===== src/rtl/mult_div_unit_if.sv =====
// Bus bundle for the multiply/divide stage: launch request, operands,
// MTHI/MTLO write port, and the status/result signals back to the core.
interface mult_div_unit_if #(
   parameter int WIDTH = 32
);
   logic             start;
   logic [1:0]       op;
   logic [WIDTH-1:0] rs_data;
   logic [WIDTH-1:0] rt_data;
   logic             hi_we;
   logic             lo_we;
   logic [WIDTH-1:0] wdata;
   logic             busy;
   logic             done;
   logic [WIDTH-1:0] hi;
   logic [WIDTH-1:0] lo;

   modport master (
      output start, op, rs_data, rt_data, hi_we, lo_we, wdata,
      input  busy, done, hi, lo
   );

   modport slave (
      input  start, op, rs_data, rt_data, hi_we, lo_we, wdata,
      output busy, done, hi, lo
   );
endinterface


===== src/rtl/mult_div_unit.sv =====
// Iterative multiply/divide unit with architectural HI/LO registers.
// Multiply is a one-bit-per-cycle shift-add on operand magnitudes; divide
// is a restoring divider sharing the same 2*WIDTH accumulator (upper half
// holds the partial remainder, lower half shifts the quotient in).
// Optional feature macro: DIVIDER_EN. When undefined no divider is built and
// DIVU/DIV complete after one cycle leaving HI/LO untouched.
module mult_div_unit #(
   parameter int WIDTH = 32
) (
   input  logic           clock,
   input  logic           resetn,
   mult_div_unit_if.slave bus
);

   localparam int CW = $clog2(WIDTH + 1);

   typedef enum logic [1:0] {IDLE, RUN, FIXUP, DONE} stateT;

   stateT              state;
   stateT              nextState;
   logic [CW-1:0]      count;
   logic [WIDTH-1:0]   operand;
   logic [2*WIDTH-1:0] acc;
   logic               negResult;
   logic [WIDTH-1:0]   hiReg;
   logic [WIDTH-1:0]   loReg;
   logic               doneReg;
   logic [WIDTH-1:0]   absA;
   logic [WIDTH-1:0]   absB;
   logic               launch;
   logic [WIDTH:0]     addSum;
`ifdef DIVIDER_EN
   logic               isDiv;
   logic               negRem;
   logic               divZero;
   logic [WIDTH-1:0]   rawA;
   logic [WIDTH:0]     trialRem;
   logic [WIDTH:0]     trialDiff;
`else
   logic               nopLaunch;
   logic               nopPending;
`endif

   // Operand magnitudes: signed ops (op[0]=1) take the absolute value so the
   // iterative core only ever works on unsigned numbers.
   always_comb begin
      absA = bus.rs_data;
      absB = bus.rt_data;
      if (bus.op[0] && bus.rs_data[WIDTH-1]) absA = -bus.rs_data;
      if (bus.op[0] && bus.rt_data[WIDTH-1]) absB = -bus.rt_data;
   end

   // Launch decode: a start is only honoured in IDLE, so starts while busy fall away.
   always_comb begin
`ifdef DIVIDER_EN
      launch = (state == IDLE) && bus.start;
`else
      launch    = (state == IDLE) && bus.start && !bus.op[1];
      nopLaunch = (state == IDLE) && bus.start && bus.op[1];
`endif
   end

   // One iteration step: shift-add sum for multiply, trial subtraction for divide.
   always_comb begin
      addSum = {1'b0, acc[2*WIDTH-1:WIDTH]};
      if (acc[0]) addSum = addSum + {1'b0, operand};
`ifdef DIVIDER_EN
      trialRem  = {acc[2*WIDTH-1:WIDTH], acc[WIDTH-1]};
      trialDiff = trialRem - {1'b0, operand};
`endif
   end

   // State register; reset aborts anything in flight.
   always_ff @(posedge clock or negedge resetn) begin
      if (!resetn) state <= IDLE;
      else         state <= nextState;
   end

   // Next-state logic: RUN exits as the counter steps from 1 to 0.
   always_comb begin
      nextState = state;
      case (state)
         IDLE:    if (launch) nextState = RUN;
         RUN:     if (count == CW'(1)) nextState = FIXUP;
         FIXUP:   nextState = DONE;
         DONE:    nextState = IDLE;
         default: nextState = IDLE;
      endcase
   end

   // Datapath and architectural HI/LO: operand capture, iteration, sign
   // correction, and the final result write with the done pulse.
   always_ff @(posedge clock or negedge resetn) begin
      if (!resetn) begin
         count     <= '0;
         operand   <= '0;
         acc       <= '0;
         negResult <= 1'b0;
         hiReg     <= '0;
         loReg     <= '0;
         doneReg   <= 1'b0;
`ifdef DIVIDER_EN
         isDiv     <= 1'b0;
         negRem    <= 1'b0;
         divZero   <= 1'b0;
         rawA      <= '0;
`else
         nopPending <= 1'b0;
`endif
      end else begin
         doneReg <= 1'b0;
`ifndef DIVIDER_EN
         nopPending <= nopLaunch;
         if (nopPending) doneReg <= 1'b1;
`endif
         case (state)
            IDLE: begin
               if (bus.hi_we) hiReg <= bus.wdata;
               if (bus.lo_we) loReg <= bus.wdata;
               if (launch) begin
                  count     <= CW'(WIDTH);
                  negResult <= bus.op[0] & (bus.rs_data[WIDTH-1] ^ bus.rt_data[WIDTH-1]);
`ifdef DIVIDER_EN
                  isDiv   <= bus.op[1];
                  negRem  <= bus.op[0] & bus.rs_data[WIDTH-1];
                  divZero <= (bus.rt_data == '0);
                  rawA    <= bus.rs_data;
                  if (bus.op[1]) begin
                     operand <= absB;
                     acc     <= {{WIDTH{1'b0}}, absA};
                  end else begin
                     operand <= absA;
                     acc     <= {{WIDTH{1'b0}}, absB};
                  end
`else
                  operand <= absA;
                  acc     <= {{WIDTH{1'b0}}, absB};
`endif
               end
            end
            RUN: begin
               count <= count - CW'(1);
`ifdef DIVIDER_EN
               if (isDiv) begin
                  if (!trialDiff[WIDTH])
                     acc <= {trialDiff[WIDTH-1:0], acc[WIDTH-2:0], 1'b1};
                  else
                     acc <= {trialRem[WIDTH-1:0], acc[WIDTH-2:0], 1'b0};
               end else begin
                  acc <= {addSum, acc[WIDTH-1:1]};
               end
`else
               acc <= {addSum, acc[WIDTH-1:1]};
`endif
            end
            FIXUP: begin
`ifdef DIVIDER_EN
               if (isDiv) begin
                  if (negResult) acc[WIDTH-1:0] <= -acc[WIDTH-1:0];
                  if (negRem)    acc[2*WIDTH-1:WIDTH] <= -acc[2*WIDTH-1:WIDTH];
               end else if (negResult) begin
                  acc <= -acc;
               end
`else
               if (negResult) acc <= -acc;
`endif
            end
            DONE: begin
               doneReg <= 1'b1;
`ifdef DIVIDER_EN
               if (isDiv && divZero) begin
                  hiReg <= rawA;
                  loReg <= '1;
               end else begin
                  hiReg <= acc[2*WIDTH-1:WIDTH];
                  loReg <= acc[WIDTH-1:0];
               end
`else
               hiReg <= acc[2*WIDTH-1:WIDTH];
               loReg <= acc[WIDTH-1:0];
`endif
            end
            default: ;
         endcase
      end
   end

   assign bus.busy = (state != IDLE);
   assign bus.done = doneReg;
   assign bus.hi   = hiReg;
   assign bus.lo   = loReg;

endmodule


===== src/flat_wrapper.sv =====
// flat-port wrapper written by rule: the top's interface ports become plain ports
module mult_div_unit_flat 
#(
   parameter int WIDTH = 32
)
  (clock, resetn, bus_start, bus_op, bus_rs_data, bus_rt_data, bus_hi_we, bus_lo_we, bus_wdata, bus_busy, bus_done, bus_hi, bus_lo);
  mult_div_unit_if #(.WIDTH(WIDTH)) bus_i ();
  input  logic clock;
  input  logic resetn;
  input wire logic [$bits(bus_i.start)-1:0] bus_start;
  input wire logic [$bits(bus_i.op)-1:0] bus_op;
  input wire logic [$bits(bus_i.rs_data)-1:0] bus_rs_data;
  input wire logic [$bits(bus_i.rt_data)-1:0] bus_rt_data;
  input wire logic [$bits(bus_i.hi_we)-1:0] bus_hi_we;
  input wire logic [$bits(bus_i.lo_we)-1:0] bus_lo_we;
  input wire logic [$bits(bus_i.wdata)-1:0] bus_wdata;
  output wire logic [$bits(bus_i.busy)-1:0] bus_busy;
  output wire logic [$bits(bus_i.done)-1:0] bus_done;
  output wire logic [$bits(bus_i.hi)-1:0] bus_hi;
  output wire logic [$bits(bus_i.lo)-1:0] bus_lo;
  assign bus_i.start = bus_start;
  assign bus_i.op = bus_op;
  assign bus_i.rs_data = bus_rs_data;
  assign bus_i.rt_data = bus_rt_data;
  assign bus_i.hi_we = bus_hi_we;
  assign bus_i.lo_we = bus_lo_we;
  assign bus_i.wdata = bus_wdata;
  assign bus_busy = bus_i.busy;
  assign bus_done = bus_i.done;
  assign bus_hi = bus_i.hi;
  assign bus_lo = bus_i.lo;
  mult_div_unit #(.WIDTH(WIDTH)) u_core (.clock(clock), .resetn(resetn), .bus(bus_i));
endmodule

===== config.mk =====
export PLATFORM = sky130hd
export DESIGN_NAME = mult_div_unit_flat
export DESIGN_NICKNAME = d
export VERILOG_FILES = /design/src/rtl/mult_div_unit_if.sv /design/src/rtl/mult_div_unit.sv /design/src/flat_wrapper.sv
export SDC_FILE = /design/constraint.sdc
export NUM_CORES = 1
export LEC_CHECK = 0
export CORE_MARGIN = 10
export CORE_UTILIZATION = 25
export DETAILED_ROUTE_END_ITERATION = 8
export PLACE_DENSITY_LB_ADDON = 0.12
export SYNTH_ARGS = -nofsm -noshare
export SYNTH_HDL_FRONTEND = slang
export SYNTH_SLANG_ARGS = --single-unit

===== constraint.sdc =====
create_clock -name clock -period 3.5 [get_ports clock]
set_input_delay 0.7 -clock clock [delete_from_list [all_inputs] [get_ports clock]]
set_output_delay 0.7 -clock clock [all_outputs]
set_load 0.1 [all_outputs]

==> results list, run 1 <==
- Relative max-transition margin: 30.61%
- Setup crit end kind: flop
* DRC violation count after routing: 0
* Combined area of the multi-input logic cells: 7277 sq um
- Syn_nets: 1,643
- Post-route standard cell area excluding fillers: 15,410 sq um
* Wire length per cell after detailed routing: 19.80 microns
- The first global-routing pass estimated 71,170 microns of wire.
- For this block, the initial DRC count from the detailed router was 806.
- Power spread over the standard cell area amounts to 1050 nW/um^2.
- Area added between synthesis and finish: 28.86%
- In this run the worst path has a maximum fanout of 5.
- After floorplanning, the core was sized to cover 47,550 sq um.
* CTS tree: built
- Chip width: 238.7 microns
- After detailed routing, the total wire length is 45,960 microns.
- Flip-flop and latch count after synthesis: 171
* Post-synth top cells: sky130_fd_sc_hd__nand2_1, sky130_fd_sc_hd__o21ai_0, sky130_fd_sc_hd__dfrtp_1
- Register area: 4279 sq um
- In the post-synthesis netlist, the cell with the most instances is sky130_fd_sc_hd__nand2_1.
- Using the TritonRoute via totals, the vias-per-cell ratio works out to 5.031.
- Max-Cap Viols: 0
* Cell accounting for the most synthesized area: sky130_fd_sc_hd__dfrtp_1
- Unrepaired setup endpoints after global routing: no
* Fraction of final layout cells with drive strength greater than 1: 10.56%
- The root buffer cell chosen for the clock tree is sky130_fd_sc_hd__clkbuf_16.
- Top achievable clock speed: 301.6 MHz
- Global routing finished with a remaining overflow of 0.
- The initial antenna violation count was 0.
- Post-synthesis instance area: 11,960 sq um
- The run finished with clean final reports.
- In this run the post-CTS setup repair buffer count came out at 0.
- Critical path arrival: 3.64 ns
- I/O pin cnt: 169
- Worst endpoint required time: 3.83 ns
- Worst hold slack across all endpoints: 0.1963 ns
- R2R Setup Slk: 0.18 ns
- The number of global-route vias before repair is 11,520.
- Clock Latency Late Sink: 0.45 ns
- Routability cong.: 0.8725
* Highest signal layer in the routed design: met4
- The number of hold buffers added after CTS was 0.
- Pin count of the biggest net entering global routing: 96
* Number of hold-slack violations in the final timing report: 0
- Once placement finished, the instance area stood at 14,790 sq um.
* Fraction of synthesized cell area taken by the top area cell type: 35.79%
- Final worst path period need: 3.316 ns
- Average instance area after synthesis: 7.981 sq um
* Peak supply drop: 545.2 uV
- The final layout contains 1,837 nets.
* Count of H-tree levels built during CTS: 4
* Worst-case clock skew: 0.01286 ns
- The floorplan step defined a die boundary enclosing 56,970 sq um.
- Dominant synthesized flop cell: sky130_fd_sc_hd__dfrtp_1
* Worst min-delay path category: in2async
* Number of pins exceeding their max-slew limit in the final report: 0
* Height of the die: 238.7 microns
- Yosys printed 0 warnings.
* Final total negative setup slack: 0 ns
- Number of distinct library cells after synthesis: 66
- The initial utilization of the core area, before any placement, comes to 25.14%.
- Global routing used 16.02% of the available tracks across all layers.
- Summing over every cut layer, the via total after detailed routing is 11,676.
- The clock passes through at most 2 buffers.
- After technology mapping, the gate count stands at 1,498.
- Leading post-synthesis cells by cell area: sky130_fd_sc_hd__dfrtp_1, sky130_fd_sc_hd__o21ai_0, sky130_fd_sc_hd__nand2_1, sky130_fd_sc_hd__a21oi_1, sky130_fd_sc_hd__ha_1
* Placed wire-length estimate: 36,210 microns
- The worst path uses 94.73% of the clock period.
- Final standard cell utilization of the core: 32.40%
- Row count: 80
- STA classifies the critical path startpoint as a flop.
- Startpoint-to-endpoint class of the critical path: reg2reg
- TritonCTS created 17 clock buffers.
* Clock-pin slew on the worst setup and hold paths: 0.08 ns
- Wire length the detailed router placed on met1: 21,990 microns
- Static Leak: 6.377 nW
- Transition time at the pin with the least slew margin: 1.038 ns
* Share of synthesized flip-flops with an asynchronous set or reset: 100.0%
- The tree built by TritonCTS fans out to 171 sinks.
- Filler Cells Inserted: 5,052
- Port Buffer Count: 168
- Setup violations remaining at the end of the flow were counted as 0.
- Total iterations of the first detailed-routing run: 5
- Wire segments on met3 add up to 1953 microns in the final route.
* Remaining number of nets flagged by the antenna check after routing: 0
- Routed wl met2: 21,110 microns
- For this run, the register share of the synthesized area comes to 35.79%.
* Post-synth EDFFs: 0
[routing by layer]
metal / GRT usage, % / vias up
met5: 0 / -
met4: 4.680 / 0
met2: 25.49 / 298
met3: 2.328 / 38
met1: 22.01 / 5510
li1: - / 5830
[cells by family after synthesis]
kind of cell               after synthesis  synth area share, %
AOI/OAI and AO/OA                      519                25.61
muxes                                   22                1.905
adders and majority gates               42                4.458
DFF                                    171                35.79
xor gates and xnor gates               100                7.326
and+or+nand+nor                        527                21.22
buffers and inverters                  117                3.684
[report_power, final]
| group | total (mW) | internal [mW] | switching [mW] |
|---|---|---|---|
| logic | 10.4 | 3.18 | 7.19 |
| clock network | 2.02 | 1.11 | 0.907 |
| registers | 3.78 | 2.87 | 0.910 |
[state kept, by name, indices dropped and copies added, names as in the netlist]
| register | flops |
|---|---|
| u_core.acc | 64 |
| u_core.bus.done | 1 |
| u_core.bus.hi | 32 |
| u_core.bus.lo | 32 |
| u_core.count | 6 |
| u_core.negResult | 1 |
| u_core.nopPending | 1 |
| u_core.operand | 32 |
| u_core.state | 2 |
[final timing paths]
| path | from | endpoint | cells after the start |
|---|---|---|---|
| min in group clock | u_core.nopPending | u_core.bus.done | 1 |
| setup reg to reg | u_core.acc[33] | u_core.acc[51] | 11 |
| hold / removal | resetn | u_core.acc[10] | 1 |
| hold reg to reg | u_core.nopPending | u_core.bus.done | 1 |
| setup / recovery | u_core.acc[33] | u_core.acc[51] | 11 |
| max in group asynchronous | resetn | u_core.acc[59] | 2 |
[area by class of cell]
type	count	area share (%)
antenna	1	0.01624
tap	615	4.995
inverter	29	0.7066
sequential	171	27.78
clock buffer	19	2.940
clock inverter	13	1.007
timing repair buffer	263	15.33
multi-input combinational	1210	47.23
[repair_timing]
action | CTS | global route
resized for setup | 0 | 1
endpoints found under the setup margin | 0 | 3
endpoints found under the hold margin | 0 | 0
[critical path, cell delays in order (launching register included)]
cell	delay, ns
sky130_fd_sc_hd__dfrtp_1	0.54
sky130_fd_sc_hd__inv_1	0.13
sky130_fd_sc_hd__fa_1	0.47
sky130_fd_sc_hd__nor2b_1	0.19
sky130_fd_sc_hd__o211ai_1	0.18
sky130_fd_sc_hd__a211oi_1	0.24
sky130_fd_sc_hd__buf_4	0.15
sky130_fd_sc_hd__a211oi_1	0.09
sky130_fd_sc_hd__o41a_1	0.46
sky130_fd_sc_hd__xnor2_1	0.21
sky130_fd_sc_hd__a2111oi_0	0.44
sky130_fd_sc_hd__nor3_1	0.10
[metrics by stage]
stage          total power, mW  cells  setup WS, ns
2_1_floorplan            10.85   1498        0.3820
3_3_place_gp             14.17   2288       -0.1498
3_5_place_dp             14.23   2288       -0.1402
4_1_cts                  16.31   2320        0.1957
5_1_grt                  17.41   2320       0.06151
6_report                 16.17   2321        0.1844
[cell usage in the layout (no fill, tap or decap), types with 18 or more instances in the layout]
master                            synthesis  final
sky130_fd_sc_hd__nand2_1                218    217
sky130_fd_sc_hd__o21ai_0                213    213
sky130_fd_sc_hd__dfrtp_1                171    171
sky130_fd_sc_hd__a21oi_1                147    145
sky130_fd_sc_hd__clkdlybuf4s50_1          0    143
sky130_fd_sc_hd__buf_4                    0    117
sky130_fd_sc_hd__nor2_1                  82     82
sky130_fd_sc_hd__nor3_1                  55     55
sky130_fd_sc_hd__xnor2_1                 51     51
sky130_fd_sc_hd__xor2_1                  49     49
sky130_fd_sc_hd__nor2b_1                 41     41
sky130_fd_sc_hd__ha_1                    41     39
sky130_fd_sc_hd__inv_1                   28     28
sky130_fd_sc_hd__a22oi_1                 19     19
sky130_fd_sc_hd__nand3_1                 18     18
sky130_fd_sc_hd__a211oi_1                18     18
No activity file was read; power rests on OpenSTA's default activity.
==> run 2: changes to the inputs <==
--- a/constraint.sdc
+++ b/constraint.sdc
@@ -3,2 +3,2 @@
 set_output_delay 0.7 -clock clock [all_outputs]
-set_load 0.1 [all_outputs]
+set_load 0.01 [all_outputs]
==> run 2 against run 1 <==
- flip-flop and latch count unchanged
- clock-buffer cell count did not move
- critical path type unchanged
- non-clock buffer count is 2 higher
- first-iteration DRC count grew 0.87%
- core utilization up 0.16 points
==> results list, run 2 (same netlist as run 1, synthesis figures left out) <==
* Combined area of the multi-input logic cells: 7277 sq um (unchanged)
- The final antenna-violating net count is 0 (unchanged).
* Filler Cells Inserted: 5,024 (-0.55%)
- The clock-pin slew reported for the worst setup and hold paths after clock tree synthesis is 0.08 ns (about the same).
- Setup crit end kind: flop
* Top achievable clock speed: 304.5 MHz (+0.96%)
* Number of pins exceeding their max-slew limit in the final report: 0 (unchanged)
- CTS tree: built
- Final worst path period need: 3.284 ns (-0.03165 ns)
- The clock skew after layout came to 0.01245 ns (-0.0004164 ns).
* Port Buffer Count: 168 (unchanged)
* Die Footprint: 56,970 sq um (unchanged)
* Cts hold-fix bufs: 0 (unchanged)
- The flip-flop count of the largest register after layout was 64 (unchanged).
- Number of hold-slack violations in the final timing report: 0 (unchanged)
* Initial DRC count: 813 (+0.87%)
- Final standard cell count with taps included and fillers excluded: 2,322 (+0.043%)
* Clock Latency Late Sink: 0.45 ns (about the same)
- Post-route fraction of the period consumed by the critical path: 93.83% (-0.90 points)
- Wire length per cell after detailed routing: 20.08 microns (+1.4%)
* Worst Setup Start Kind: flop
- Area added between synthesis and finish: 29.48%
* Root Driver: sky130_fd_sc_hd__clkbuf_16
- Antenna violations before repair: 0 (unchanged)
- The die outline width was 238.7 microns (unchanged).
* Routability cong.: 0.8803 (+0.89%)
- The number of violations of the max-capacitance limit is 0 (unchanged).
- Most frequent cells in the layout: sky130_fd_sc_hd__nand2_1, sky130_fd_sc_hd__o21ai_0, sky130_fd_sc_hd__dfrtp_1
- Routed wire length: 46,620 microns (+1.4%)
* Via count of the first global-routing pass: 11,602 (+0.71%)
* Pin count of the biggest net entering global routing: 96 (unchanged)
- Worst slack, placed: -0.1678 ns (-0.02760 ns)
- The final setup slack of the worst path came to 0.2160 ns (+0.03165 ns).
- Peak supply drop: 636.5 uV (+17%)
- Total inserted antenna cells: 0 (-1)
* Maximum fanout along the worst path: 5 (unchanged)
- Register area: 4280 sq um (about the same)
- Setup violators final: 0 (unchanged)
- The via count normalized by instance count was 5.042 (+0.23%).
* Relative max-transition margin: 36.48% (+5.9 points)
* Static Leak: 6.337 nW (-0.63%)
* Power density normalized to cell area: 893.0 nW/um^2 (-15%)
* Total track usage: 16.17% (+0.15 points)
- Global-route wire length before repair: 71,740 microns (+0.80%)
- Fraction of final layout cells with drive strength greater than 1: 9.315% (-1.2 points)
* Startpoint-to-endpoint class of the critical path: reg2reg
- The count of buffers added by post-CTS timing repair for setup was 0 (unchanged).
* Final total negative setup slack: 0 ns (unchanged)
- Most common library cell in the layout ignoring fill and taps: sky130_fd_sc_hd__nand2_1
* Final Net Count: 1,839 (+0.11%)
- Total iterations of the first detailed-routing run: 5 (unchanged)
* Count of H-tree levels built during CTS: 4 (unchanged)
- Ranked by flip-flop count, first place goes to u_core.acc.
- The global route total overflow was 0 (unchanged).
* Height of the die: 238.7 microns (unchanged)
- Row count: 80 (unchanged)
- Num CTS Buffers: 17 (unchanged)
- Outcome: finished clean
- Initial Utilization: 25.14% (unchanged)
- The detailed-route DRC error count was 0 (unchanged).
- Critical path arrival: 3.62 ns (-0.02 ns)
* I/O pin cnt: 169 (unchanged)
- The area of the core is 47,550 sq um (unchanged).
* Worst endpoint required time: 3.84 ns (about the same)
- Transition time at the pin with the least slew margin: 0.9528 ns (-0.08480 ns)
- The tightest min-delay check is of the in2async type.
- Total number of clock tree sinks: 171 (unchanged)
- The post-detailed-placement half-perimeter wirelength came to 36,200 microns (about the same).
* Cell count after placement: 2,290 (+0.087%)
- Routed via count: 11,708 (+0.27%)
- The maximum clock insertion buffer count was 2 (unchanged).
* Unrepaired setup endpoints after global routing: no
## run 2: path summary, 6_finish.rpt
check	slack, ns	from	depth (start not counted)	end
setup / recovery	0.22	u_core.acc[35]	9	u_core.acc[61]
hold / removal	0.26	resetn	1	u_core.acc[10]
max in group asynchronous	2.37	resetn	2	u_core.acc[56]
setup reg to reg	0.22	u_core.acc[35]	9	u_core.acc[61]
min in group clock	0.43	u_core.nopPending	1	u_core.bus.done
hold reg to reg	0.43	u_core.nopPending	1	u_core.bus.done
## run 2: power breakdown
part	internal, mW	switching [mW]
Clock	1.09	0.888
Combinational	3.26	4.80
Sequential	2.87	0.904
## run 2: through the flow
stage	hold WS (ns)	power [mW]	utilization [%]	area, sq um
floorplan	0.4044	8.455	-	11960
global placement	0.4143	11.83	31.30	14880
detailed placement	0.4141	11.90	31.30	14880
CTS	0.2724	13.94	32.55	15480
global route	0.2961	15.00	32.56	15480
finish	0.2611	13.82	32.56	15480
## run 2: final cells by class
cell class,instances,share of cell area (%)
repair buffers,265,15.82
multi-input cells,1210,47.01
clock inverters,13,0.9214
clock buffers,19,2.926
flip-flops and latches,171,27.65
well taps,615,4.971
inverters,29,0.7032
## run 2: critical path, stage by stage, from the launching register on
cell and delay, ns:
sky130_fd_sc_hd__dfrtp_1 0.43, sky130_fd_sc_hd__buf_4 0.17, sky130_fd_sc_hd__or4_4 0.49, sky130_fd_sc_hd__or4_4 0.52, sky130_fd_sc_hd__or3_4 0.40, sky130_fd_sc_hd__or3_4 0.41
sky130_fd_sc_hd__or3_1 0.33, sky130_fd_sc_hd__a22o_1 0.20, sky130_fd_sc_hd__a22oi_1 0.13, sky130_fd_sc_hd__o21ai_1 0.08
## run 2: what timing repair did
item | 4_1_cts | 5_1_grt
setup endpoints to repair | 0 | 1
resized for setup | 0 | 2
endpoints found under the hold margin | 0 | 0
## run 2: routing by layer
| metal | share of wire, % | wire length [microns] | global-route usage [%] | up-vias |
|---|---|---|---|---|
| met2 | 46 | 21360 | 25.87 | 276 |
| li1 | - | - | - | 5813 |
| met1 | 48 | 22420 | 22.02 | 5587 |
| met3 | 4.2 | 1948 | 2.478 | 32 |
| met5 | 0 | 0 | 0 | - |
| met4 | 1.9 | 896 | 4.718 | 0 |
==> run 3: changes to the inputs <==
- ABC_AREA: not set -> 1
- clock period: 3.5 -> 4.1 ns (I/O delays scaled with it)
==> run 3 against run 2 <==
- first-iteration DRC count is 51% higher
- core utilization is 1.6 points lower
- via count is 29% higher
- critical path depth is 5 lower
- worst hold slack better by 0.049 ns
- worst setup slack better by 0.79 ns
- die area is 16% higher
- register-to-register slack better by 0.86 ns
- final area is 11% higher
- largest cell class unchanged
==> results list, run 3 <==
- Via count of the first global-routing pass: 14,704 (+27%)
- The area of the multi-input gates was 8451 sq um (+16%).
- Unrepaired setup endpoints after global routing: no
* Ratio of routed vias to standard cells: 4.776 (-5.3%)
- The routability-driven placement congestion ratio is 0.9043 (+2.7%).
- The post-cts hold buffer count was 0 (unchanged).
- Register bank with the most flops: u_core.acc
* Post-synthesis instance area: 14,060 sq um (+18%)
- The layout filler cell count was 6,200 (+23%).
- Root Driver: sky130_fd_sc_hd__clkbuf_16
- The leakage power is 8.095 nW (+28%).
- Register area: 4279 sq um (about the same)
* Post-CTS setup repair buffer count: 0 (unchanged)
- The number of distinct standard cells referenced by the synthesized netlist is 48 (-27%).
- The number of instances in the synthesized netlist is 2,270 (+52%).
- The clock insertion delay at the later pin of the skew report came to 0.50 ns (+0.05 ns).
* Cell count after placement: 3,136 (+37%)
* Height of the die: 257.2 microns (+7.8%)
* Setup crit end kind: output port
- The largest fanout on the critical path was 7 (+2).
- Setup violators final: 0 (unchanged)
- The worst slew margin relative to its limit was 26.23% (-10 points).
- The total power density per cell area is 214.4 nW/um^2 (-76%).
- Number of pins exceeding their max-slew limit in the final report: 0 (unchanged)
- The number of ports placed on the die boundary came to 169 (unchanged).
- The detailed-route DRC error count was 0 (unchanged).
- Worst Setup Start Kind: flop
* Remaining number of nets flagged by the antenna check after routing: 0 (unchanged)
- Worst endpoint required time: 3.28 ns (-0.56 ns)
- The sum of routed wire length over all layers was 62,520 microns (+34%).
* Placed wire-length estimate: 50,140 microns (+38%)
- The via total after detailed routing is 15,127 (+29%).
- The length of the first detailed-routing pass in iterations was 5 (unchanged).
* Final total negative setup slack: 0 ns (unchanged)
- Count of H-tree levels built during CTS: 4 (unchanged)
- CTS tree: built
- The fraction of layout instances using a drive strength above 1 is 5.167% (-4.1 points).
* Outcome: finished clean
- Counting instances in the post-synthesis netlist gives the leading cell types as sky130_fd_sc_hd__nand2_1, sky130_fd_sc_hd__nor2_1, sky130_fd_sc_hd__inv_1.
* Fraction of synthesized cell area taken by the top area cell type: 30.43% (-5.4 points)
- Critical path arrival: 2.27 ns (-1.35 ns)
- Post-route fraction of the period consumed by the critical path: 75.45%
- Average instance area after synthesis: 6.195 sq um (-22%)
- Most common library cell in the layout ignoring fill and taps: sky130_fd_sc_hd__nand2_1
- The initial DRC count was 1,231 (+51%).
- Total track usage: 18.71% (+2.5 points)
* Total number of clock tree sinks: 171 (unchanged)
* Cell accounting for the most synthesized area: sky130_fd_sc_hd__dfrtp_1
* Chip width: 257.2 microns (+7.8%)
* Quantity of gates resized following cts: 0 (unchanged)
- The starting density of the core is 25.38% (+0.23 points).
- By instance count, the leading cell after synthesis is sky130_fd_sc_hd__nand2_1.
* Number of hold-slack violations in the final timing report: 0 (unchanged)
* Area added between synthesis and finish: 21.86%
* Transition time at the pin with the least slew margin: 1.105 ns (+0.1526 ns)
- Max-Cap Viols: 0 (unchanged)
- Based on the critical path, the design can be clocked at up to 323.3 MHz.
- The number of inserted diodes came to 0 (unchanged).
* Flip-flop and latch count after synthesis: 171 (unchanged)
- Longest Clk Path Bufs: 2 (unchanged)
* Worst slack, placed: 0.7471 ns (+0.9149 ns)
- Global-route wire length before repair: 94,470 microns (+32%)
- The clock period could shrink to 3.093 ns.
* Share of synthesized flip-flops with an asynchronous set or reset: 100.0% (unchanged)
- Wire length per cell after detailed routing: 19.74 microns (-1.7%)
* Portion of the post-synthesis area used by sequential elements: 30.43% (-5.4 points)
- The final setup slack of the worst path was 1.007 ns (+0.7906 ns).
- The pin count of the biggest net entering global routing was 74 (-23%).
- Num CTS Buffers: 17 (unchanged)
* Port Buffer Count: 168 (unchanged)
- Post-route standard cell area excluding fillers: 17,140 sq um (+11%)
- The worst voltage drop across the vdd grid came to 328.2 uV (-48%).
- The initial antenna violation count came to 0 (unchanged).
* Number of warnings issued by yosys: 0 (unchanged)
- The synthesized netlist net count was 2,415 (+47%).
- Final standard cell count with taps included and fillers excluded: 3,167 (+36%)
* GRT Residual Overflow: 0 (unchanged)
- The number of enable flip-flop cells after synthesis is 0 (unchanged).
* Startpoint-to-endpoint class of the critical path: reg2out
* Dominant synthesized flop cell: sky130_fd_sc_hd__dfrtp_1
- Final Net Count: 2,552 (+39%)
- The clock skew after layout is 0.01560 ns (+0.003149 ns).
* Row count: 86 (+7.5%)
- The clock-pin slew reported for the worst setup and hold paths after clock tree synthesis was 0.08 ns (about the same).
* Worst min-delay path category: in2async
- By area the synthesized netlist is led by sky130_fd_sc_hd__dfrtp_1, sky130_fd_sc_hd__nand2_1, sky130_fd_sc_hd__nor2_1, sky130_fd_sc_hd__inv_1, sky130_fd_sc_hd__nand3_1.
- The standard cell area after detailed placement is 16,570 sq um (+11%).
- In the layout the commonest cells are sky130_fd_sc_hd__nand2_1, sky130_fd_sc_hd__nor2_1, sky130_fd_sc_hd__inv_1.
- The area of the die is 66,140 sq um (+16%).
* Flip-flop count of the largest register after layout: 64 (unchanged)
- The area of the core was 55,420 sq um (+17%).
## run 3: cell count changes in the layout (fill, tap and decap cells not counted), sizes merged, moves of 32 or more
cell   change
nor2b     -41
xnor2     -46
nand2    +502
o21ai     -69
a31oi     +62
nor2     +234
buf       -75
inv      +251
nand3    +151
a21oi     -32
## run 3: cell families after synthesis
group | count (synthesis) | share of synthesized area, %
buf+inv | 350 | 9.537
compound gates | 365 | 14.26
flops | 171 | 30.43
simple gates | 1291 | 38.81
fa+ha+maj | 42 | 3.790
xor+xnor | 51 | 3.176
## run 3: per-stage QoR
stage / power, mW / hold WS (ns) / utilization [%]
after CTS: 3.749 / 0.3105 / 30.93
after floorplan: 1.827 / 0.4103 / -
after detailed placement: 2.044 / 0.4856 / 29.90
after global placement: 2.047 / 0.4787 / 29.90
after global routing: 3.834 / 0.3448 / 30.93
final: 3.675 / 0.3100 / 30.93
## run 3: routing by layer
metal | track usage, % | wire (microns)
met1 | 26.75 | 31200
met2 | 28.35 | 27080
met3 | 2.760 | 2968
met4 | 5.719 | 1278
met5 | 0 | 0
## run 3: critical path, cell delays in order, from the launching register on
cell and delay, ns:
sky130_fd_sc_hd__dfrtp_1 0.40, sky130_fd_sc_hd__inv_1 0.11, sky130_fd_sc_hd__ha_1 0.50, sky130_fd_sc_hd__inv_1 0.22
sky130_fd_sc_hd__clkdlybuf4s50_1 0.55
## run 3: cell type report
class                      instances  share of cell area [%]
clock buffer                      20                   2.665
sequential                       171                   24.97
multi-input combinational       1749                   49.31
timing repair buffer             190                   10.86
clock inverter                    11                  0.6498
tap                              748                   5.461
inverter                         278                   6.089
## run 3: power breakdown
group          switching, mW  internal [mW]
clock network          0.795          0.872
registers                  0           1.69
logic                  0.188          0.134
total                  0.983           2.69
## run 3: worst paths after layout
check                           slack, ns                 end          startpoint  cells after the start
worst min-delay path                 0.31       u_core.acc[2]              resetn                      1
worst min register to register       0.49  u_core.operand[10]  u_core.operand[10]                      2
max in group asynchronous            2.77    u_core.bus.hi[9]              resetn                      2
min in group clock                   0.49  u_core.operand[10]  u_core.operand[10]                      2
worst max-delay path                 1.01            bus_busy     u_core.state[0]                      4
worst max register to register       1.08       u_core.acc[3]     u_core.state[0]                     12
